[config.mk]
export PLATFORM = sky130hd
export DESIGN_NAME = wb_sequencer_flat
export DESIGN_NICKNAME = d
export VERILOG_FILES = /design/src/rtl/wb_sequencer_pkg.sv /design/src/rtl/wb_sequencer_if.sv /design/src/rtl/wb_sequencer.sv /design/src/flat_wrapper.sv
export SDC_FILE = /design/constraint.sdc
export NUM_CORES = 1
export LEC_CHECK = 0
export ABC_AREA = 1
export CAP_MARGIN = 25
export CORE_UTILIZATION = 45
export CTS_CLUSTER_SIZE = 24
export DETAILED_ROUTE_END_ITERATION = 10
export GPL_ROUTABILITY_DRIVEN = 0
export PLACE_DENSITY_LB_ADDON = 0.3
export SLEW_MARGIN = 20
export SYNTH_ARGS = -nofsm -noshare
export SYNTH_HDL_FRONTEND = slang
export SYNTH_SLANG_ARGS = --single-unit
[constraint.sdc]
create_clock -name clk -period 1.61 [get_ports clk]
set_clock_uncertainty 0.1 [all_clocks]
set_input_delay 0.4025 -clock clk [delete_from_list [all_inputs] [get_ports clk]]
set_output_delay 0.4025 -clock clk [all_outputs]
set_load 0.02 [all_outputs]
[src/rtl/wb_sequencer_pkg.sv]
//------------------------------------------------------------------------------
// Module : wb_pkg
// Brief  : Shared writeback kinds, select codes, states and kind decode.
// Rev    : 1.0 - initial release
//------------------------------------------------------------------------------
`default_nettype none

package wb_pkg;

  localparam logic [3:0] KIND_ALU_R = 4'd0;
  localparam logic [3:0] KIND_ALU_I = 4'd1;
  localparam logic [3:0] KIND_MFHI  = 4'd2;
  localparam logic [3:0] KIND_MFLO  = 4'd3;
  localparam logic [3:0] KIND_LOAD  = 4'd4;
  localparam logic [3:0] KIND_EXC   = 4'd5;
  localparam logic [3:0] KIND_MOVD  = 4'd6;
  localparam logic [3:0] KIND_SLT   = 4'd7;
  localparam logic [3:0] KIND_JAL   = 4'd8;
  localparam logic [3:0] KIND_LUI   = 4'd9;

  localparam logic [3:0] SEL_ALUOUT = 4'd0;
  localparam logic [3:0] SEL_HIGH   = 4'd1;
  localparam logic [3:0] SEL_LOW    = 4'd2;
  localparam logic [3:0] SEL_MDR    = 4'd3;
  localparam logic [3:0] SEL_C227   = 4'd4;
  localparam logic [3:0] SEL_REGDES = 4'd5;
  localparam logic [3:0] SEL_LT     = 4'd6;
  localparam logic [3:0] SEL_PC     = 4'd7;
  localparam logic [3:0] SEL_SL16   = 4'd8;

  typedef enum logic [2:0] {
    ST_IDLE     = 3'd0,
    ST_MEM_WAIT = 3'd1,
    ST_MDR_LOAD = 3'd2,
    ST_WRITE    = 3'd3,
    ST_DONE     = 3'd4,
    ST_ERR      = 3'd5
  } wb_state_t;

  typedef enum logic [1:0] {
    DST_RD   = 2'd0,
    DST_RT   = 2'd1,
    DST_LINK = 2'd2,
    DST_NONE = 2'd3
  } wb_dst_src_t;

  typedef struct packed {
    logic        legal;
    logic        load;
    logic [3:0]  sel;
    wb_dst_src_t dst_src;
  } wb_decode_t;

  function automatic wb_decode_t wb_decode(input logic [3:0] kind);
    wb_decode_t d;
    d.legal   = 1'b1;
    d.load    = 1'b0;
    d.sel     = SEL_ALUOUT;
    d.dst_src = DST_RD;
    case (kind)
      KIND_ALU_R: begin d.sel = SEL_ALUOUT; d.dst_src = DST_RD;   end
      KIND_ALU_I: begin d.sel = SEL_ALUOUT; d.dst_src = DST_RT;   end
      KIND_MFHI:  begin d.sel = SEL_HIGH;   d.dst_src = DST_RD;   end
      KIND_MFLO:  begin d.sel = SEL_LOW;    d.dst_src = DST_RD;   end
      KIND_LOAD:  begin d.sel = SEL_MDR;    d.dst_src = DST_RT; d.load = 1'b1; end
      KIND_EXC:   begin d.sel = SEL_C227;   d.dst_src = DST_LINK; end
      KIND_MOVD:  begin d.sel = SEL_REGDES; d.dst_src = DST_RD;   end
      KIND_SLT:   begin d.sel = SEL_LT;     d.dst_src = DST_RD;   end
      KIND_JAL:   begin d.sel = SEL_PC;     d.dst_src = DST_LINK; end
      KIND_LUI:   begin d.sel = SEL_SL16;   d.dst_src = DST_RT;   end
      default:    begin d.legal = 1'b0;     d.dst_src = DST_NONE; end
    endcase
    return d;
  endfunction

endpackage

`default_nettype wire

[src/rtl/wb_sequencer_if.sv]
//------------------------------------------------------------------------------
// Module : wb_sequencer_if
// Brief  : Request/writeback signal bundle between control FSM and sequencer.
// Rev    : 1.0 - initial release
//------------------------------------------------------------------------------
`default_nettype none

interface wb_sequencer_if;
  logic       start;
  logic [3:0] wb_kind;
  logic [4:0] rd;
  logic [4:0] rt;
  logic       busy;
  logic       done;
  logic       err;
  logic       mem_read;
  logic       mdr_write;
  logic [3:0] memto_reg;
  logic [4:0] reg_dst;
  logic       reg_write;

  // master: the requesting control FSM; slave: the writeback sequencer
  modport master (
    output start, wb_kind, rd, rt,
    input  busy, done, err, mem_read, mdr_write, memto_reg, reg_dst, reg_write
  );

  modport slave (
    input  start, wb_kind, rd, rt,
    output busy, done, err, mem_read, mdr_write, memto_reg, reg_dst, reg_write
  );
endinterface

`default_nettype wire

[src/rtl/wb_sequencer.sv]
//------------------------------------------------------------------------------
// Module : wb_sequencer
// Brief  : Sequences one register writeback per start, with memory wait for loads.
// Rev    : 1.0 - initial release
//------------------------------------------------------------------------------
`default_nettype none

module wb_sequencer
  import wb_pkg::*;
#(
  parameter int         MEM_LAT  = 2,
  parameter logic [4:0] LINK_REG = 5'd31
) (
  input  wire logic     clk,
  input  wire logic     reset,
  wb_sequencer_if.slave bus
);

  localparam logic [3:0] c_cnt_init = 4'(MEM_LAT - 1);

  wb_state_t  r_state;
  wb_state_t  w_next;
  logic [3:0] r_cnt;
  logic [3:0] r_sel;
  logic [4:0] r_dst;

  wb_decode_t w_dec;
  logic [4:0] w_dst_cap;
  logic       w_accept;

  logic       w_busy;
  logic       w_done;
  logic       w_err;
  logic       w_mem_read;
  logic       w_mdr_write;
  logic [3:0] w_memto_reg;
  logic [4:0] w_reg_dst;
  logic       w_reg_write;

  assign w_dec    = wb_decode(bus.wb_kind);
  assign w_accept = (r_state == ST_IDLE) && bus.start;

  always_comb begin
    w_dst_cap = 5'd0;
    case (w_dec.dst_src)
      DST_RD:   w_dst_cap = bus.rd;
      DST_RT:   w_dst_cap = bus.rt;
      DST_LINK: w_dst_cap = LINK_REG;
      default:  w_dst_cap = 5'd0;
    endcase
  end

  always_ff @(posedge clk or negedge reset) begin
    if (!reset) begin
      r_state <= ST_IDLE;
    end else begin
      r_state <= w_next;
    end
  end

  // Request fields are frozen at acceptance; bus inputs are ignored afterwards.
  always_ff @(posedge clk or negedge reset) begin
    if (!reset) begin
      r_cnt <= 4'd0;
      r_sel <= 4'd0;
      r_dst <= 5'd0;
    end else if (w_accept) begin
      r_sel <= w_dec.sel;
      r_dst <= w_dst_cap;
      r_cnt <= (w_dec.legal && w_dec.load) ? c_cnt_init : 4'd0;
    end else if ((r_state == ST_MEM_WAIT) && (r_cnt != 4'd0)) begin
      r_cnt <= r_cnt - 4'd1;
    end
  end

  always_comb begin
    w_next      = r_state;
    w_busy      = (r_state != ST_IDLE);
    w_done      = 1'b0;
    w_err       = 1'b0;
    w_mem_read  = 1'b0;
    w_mdr_write = 1'b0;
    w_memto_reg = 4'd0;
    w_reg_dst   = 5'd0;
    w_reg_write = 1'b0;
    case (r_state)
      ST_IDLE: begin
        if (bus.start) begin
          if (!w_dec.legal) begin
            w_next = ST_ERR;
          end else if (w_dec.load) begin
            w_next = ST_MEM_WAIT;
          end else begin
            w_next = ST_WRITE;
          end
        end
      end
      ST_MEM_WAIT: begin
        w_mem_read = 1'b1;
        if (r_cnt == 4'd0) begin
          w_next = ST_MDR_LOAD;
        end
      end
      ST_MDR_LOAD: begin
        w_mdr_write = 1'b1;
        w_next      = ST_WRITE;
      end
      ST_WRITE: begin
        w_memto_reg = r_sel;
        w_reg_dst   = r_dst;
        // $zero is architecturally read-only
        w_reg_write = (r_dst != 5'd0);
        w_next      = ST_DONE;
      end
      ST_DONE: begin
        w_done = 1'b1;
        w_next = ST_IDLE;
      end
      ST_ERR: begin
        w_err  = 1'b1;
        w_done = 1'b1;
        w_next = ST_IDLE;
      end
      default: begin
        w_next = ST_IDLE;
      end
    endcase
  end

  assign bus.busy      = w_busy;
  assign bus.done      = w_done;
  assign bus.err       = w_err;
  assign bus.mem_read  = w_mem_read;
  assign bus.mdr_write = w_mdr_write;
  assign bus.memto_reg = w_memto_reg;
  assign bus.reg_dst   = w_reg_dst;
  assign bus.reg_write = w_reg_write;

endmodule

`default_nettype wire
[src/flat_wrapper.sv]
// flat-port wrapper written by rule: the top's interface ports become plain ports
module wb_sequencer_flat import wb_pkg::*;
#(
  parameter int         MEM_LAT  = 2,
  parameter logic [4:0] LINK_REG = 5'd31
)
  (clk, reset, bus_start, bus_wb_kind, bus_rd, bus_rt, bus_busy, bus_done, bus_err, bus_mem_read, bus_mdr_write, bus_memto_reg, bus_reg_dst, bus_reg_write);
  wb_sequencer_if bus_i ();
  input  wire logic clk;
  input  wire logic reset;
  input wire logic [$bits(bus_i.start)-1:0] bus_start;
  input wire logic [$bits(bus_i.wb_kind)-1:0] bus_wb_kind;
  input wire logic [$bits(bus_i.rd)-1:0] bus_rd;
  input wire logic [$bits(bus_i.rt)-1:0] bus_rt;
  output wire logic [$bits(bus_i.busy)-1:0] bus_busy;
  output wire logic [$bits(bus_i.done)-1:0] bus_done;
  output wire logic [$bits(bus_i.err)-1:0] bus_err;
  output wire logic [$bits(bus_i.mem_read)-1:0] bus_mem_read;
  output wire logic [$bits(bus_i.mdr_write)-1:0] bus_mdr_write;
  output wire logic [$bits(bus_i.memto_reg)-1:0] bus_memto_reg;
  output wire logic [$bits(bus_i.reg_dst)-1:0] bus_reg_dst;
  output wire logic [$bits(bus_i.reg_write)-1:0] bus_reg_write;
  assign bus_i.start = bus_start;
  assign bus_i.wb_kind = bus_wb_kind;
  assign bus_i.rd = bus_rd;
  assign bus_i.rt = bus_rt;
  assign bus_busy = bus_i.busy;
  assign bus_done = bus_i.done;
  assign bus_err = bus_i.err;
  assign bus_mem_read = bus_i.mem_read;
  assign bus_mdr_write = bus_i.mdr_write;
  assign bus_memto_reg = bus_i.memto_reg;
  assign bus_reg_dst = bus_i.reg_dst;
  assign bus_reg_write = bus_i.reg_write;
  wb_sequencer #(.MEM_LAT(MEM_LAT), .LINK_REG(LINK_REG)) u_core (.clk(clk), .reset(reset), .bus(bus_i));
endmodule
==> results.cfg <==
[outcome]
status = complete, but fails checks
violations = negative setup slack

[place]
io_buffers = 31
post-dp-hpwl_mm = 1.97
place_area_sq_um = 1540
dp_cells = 226

[route]
drc = 0
firstDrtPassIters = 4
routed_wl_mm = 3.40
vias = 1225
viasPerCell = 5.13
avgRoutedWirePerCell_um = 14.2
ant_nets = 0
drt_iter0_markers = 19

[final_layout]
drive_gt1_share_pct = 42.5
final_cells = 239
nets = 231
syn_to_final_growth_pct = 76.0
diodes = 0
final_cell_area_sq_um = 1800

[timing]
timing.fmax_mhz = 526
setup_viol = 16
period_minus_slack_ns = 1.90
fin_crit_sh_pct = 118
worstMarginPinSlew_ns = 0.501
drv_slew = 0
slew_headroom_pct = 66.5
hold_viol = 0
rsz0062_at_grt = true
hold_slack_ns = 0.324
setup_slack_ns = -0.291

[floorplan]
fp.dieH_um = 49.7
die_width_um = 49.7
initial_core_util_pct = 50.1
rows = 16
ios = 32
core_sq_um = 2040
die-area_sq_um = 2470

[critical_path]
cp_max_fo = 9
path_buf_inv = 2
start_kind = flop
critical_path_required_ns = 1.11
crit_path_max_incr_delay_ns = 0.44
crit_path_end_kind = primary output
critPathSlowestCell = dfrtp_1
worst-endpoint-arrival_ns = 1.40
path_delay_family = flip-flops
worstSetupPathType = reg2out
crit_chain = nor3_4 > inv_4 > nor2_1 > buf_4

[global_route]
antenna_found_initial = 0
grt_max_degree = 17
grt_pass1_wl_mm = 4.58
grt_pass1_vias = 1138
grt_overflow = 0
track_usage_pct = 24.7

[clock_tree]
cts.sinks = 16
numCtsBuffers = 3
clkLatencyLatePin_ns = 0.30
cts_tree = yes
cts_max_level = 1
cts_root_buf = clkbuf_4
clk_path_buf_depth = 2
hold_buffers = 0
clk_pin_slew_ns = 0.10

[synthesis]
yosysSeqAreaShare_pct = 39.1
syn-cell-area_sq_um = 1020
syn_inst = 144
syn_nets = 162
syn_area_per_cell_sq_um = 7.11
ys_warn_count = 0
synth_cell_types = 25
synth-seq-cells = 16

[flow_run]
cap_violations = 0

[power]
vdd_ir_drop_max_mv = 1.05
p_leak_nw = 0.909
powerDensity_nw_per_um2 = 1650

[worst_hold_path]
hp-class = in2async
[kinds of logic after synthesis]
group	after synthesis	share of synthesized area [%]
adders and majority gates	1	1.22
buffers and inverters	28	11.2
xor gates and xnor gates	1	0.856
DFF	16	39.1
AOI/OAI and AO/OA	21	12.1
and+or+nand+nor	77	35.5
[cell usage after synthesis, drive strengths merged]
cell type,number,area [sq um]
dfrtp,16,400
o31ai,1,12.5
inv,27,104
nand4,1,6.26
nand2,35,149
a31oi,1,6.26
nor2,25,111
a21oi,7,35.0
buf,1,11.3
nor3,5,41.3
o211ai,1,12.5
o21ai,9,45.0
nand3,11,55.1
ha,1,12.5
o22ai,2,12.5
xor2,1,8.76
[placed cells by master, fill, tap and decap left out, drive strengths merged, types with 2 or more instances in the layout]
master         Yosys  layout
buf                1      47
nand2             35      36
clkdlybuf4s50      0      14
dlymetal6s2s       0       2
dfrtp             16      16
nor2              25      25
inv               27      27
o21ai              9       9
nand3             11      11
clkbuf             0       4
nor3               5       5
o22ai              2       2
a21oi              7       7
[area by class of cell]
class | count | area (sq um)
timing repair inverter | 1 | 8.76
multi-input combinational | 101 | 628
inverter | 27 | 124
timing repair buffer | 63 | 571
tap | 27 | 33.8
sequential | 16 | 400
fill | 108 | 240
clock buffer | 4 | 36.3
[final timing paths]
check                                   from           endpoint  slack (ns)  depth (start not counted)
setup / recovery           u_core.r_state[2]     bus_reg_dst[4]       -0.29                          4
hold / removal                         reset  u_core.r_state[1]        0.32                          2
setup reg to reg           u_core.r_state[2]    u_core.r_cnt[3]       -0.04                          8
hold reg to reg              u_core.r_sel[3]    u_core.r_sel[3]        0.42                          2
max in group asynchronous              reset    u_core.r_sel[2]        0.90                          2
min in group clk             u_core.r_sel[3]    u_core.r_sel[3]        0.42                          2
[flip-flops by register name, indices dropped and copies added (netlist names)]
register	cells
u_core.r_sel	4
u_core.r_cnt	4
u_core.r_state	3
u_core.r_dst	5
[power breakdown]
part	internal (mW)	switching (mW)
clock	0.138	0.139
sequential	0.575	0.104
combinational	0.919	1.11
[metrics by stage]
stage | TNS, ns | worst slack, ns | util [%] | power, mW
CTS | -2.40 | -0.216 | 80.0 | 2.56
global placement | -5.74 | -0.369 | 75.6 | 2.02
finish | -3.26 | -0.291 | 88.2 | 2.98
detailed placement | -6.36 | -0.383 | 75.6 | 2.09
global route | -4.18 | -0.366 | 88.2 | 3.14
floorplan | -0.0289 | -0.00321 | - | 1.45
[what timing repair did]
action / 4_1_cts / 5_1_grt
setup endpoints to repair: 18 / 30
setup buffers: 3 / 5
cloned: 0 / 2
resized for setup: 95 / 34
pin swaps: 4 / 9
[worst reg2reg max path, cell delays in order (launching register included)]
cell and delay [ns]:
dfrtp_1 0.44, buf_6 0.15, buf_4 0.13, nor3_4 0.17, buf_4 0.18, nand2_4 0.08
o21ai_1 0.17, nand2_1 0.07, nor2_1 0.09
[layer usage]
metal / up-vias / global-route usage [%] / wire length, um / part of all wire (%)
met3: 11 / 0.926 / 104 / 3.1
met4: 0 / 10.0 / 94 / 2.8
met1: 581 / 24.6 / 1250 / 37
met2: 41 / 51.4 / 1940 / 57
li1: 592 / - / - / -
met5: - / 0 / 0 / 0
(Power assumes the default switching activity.)
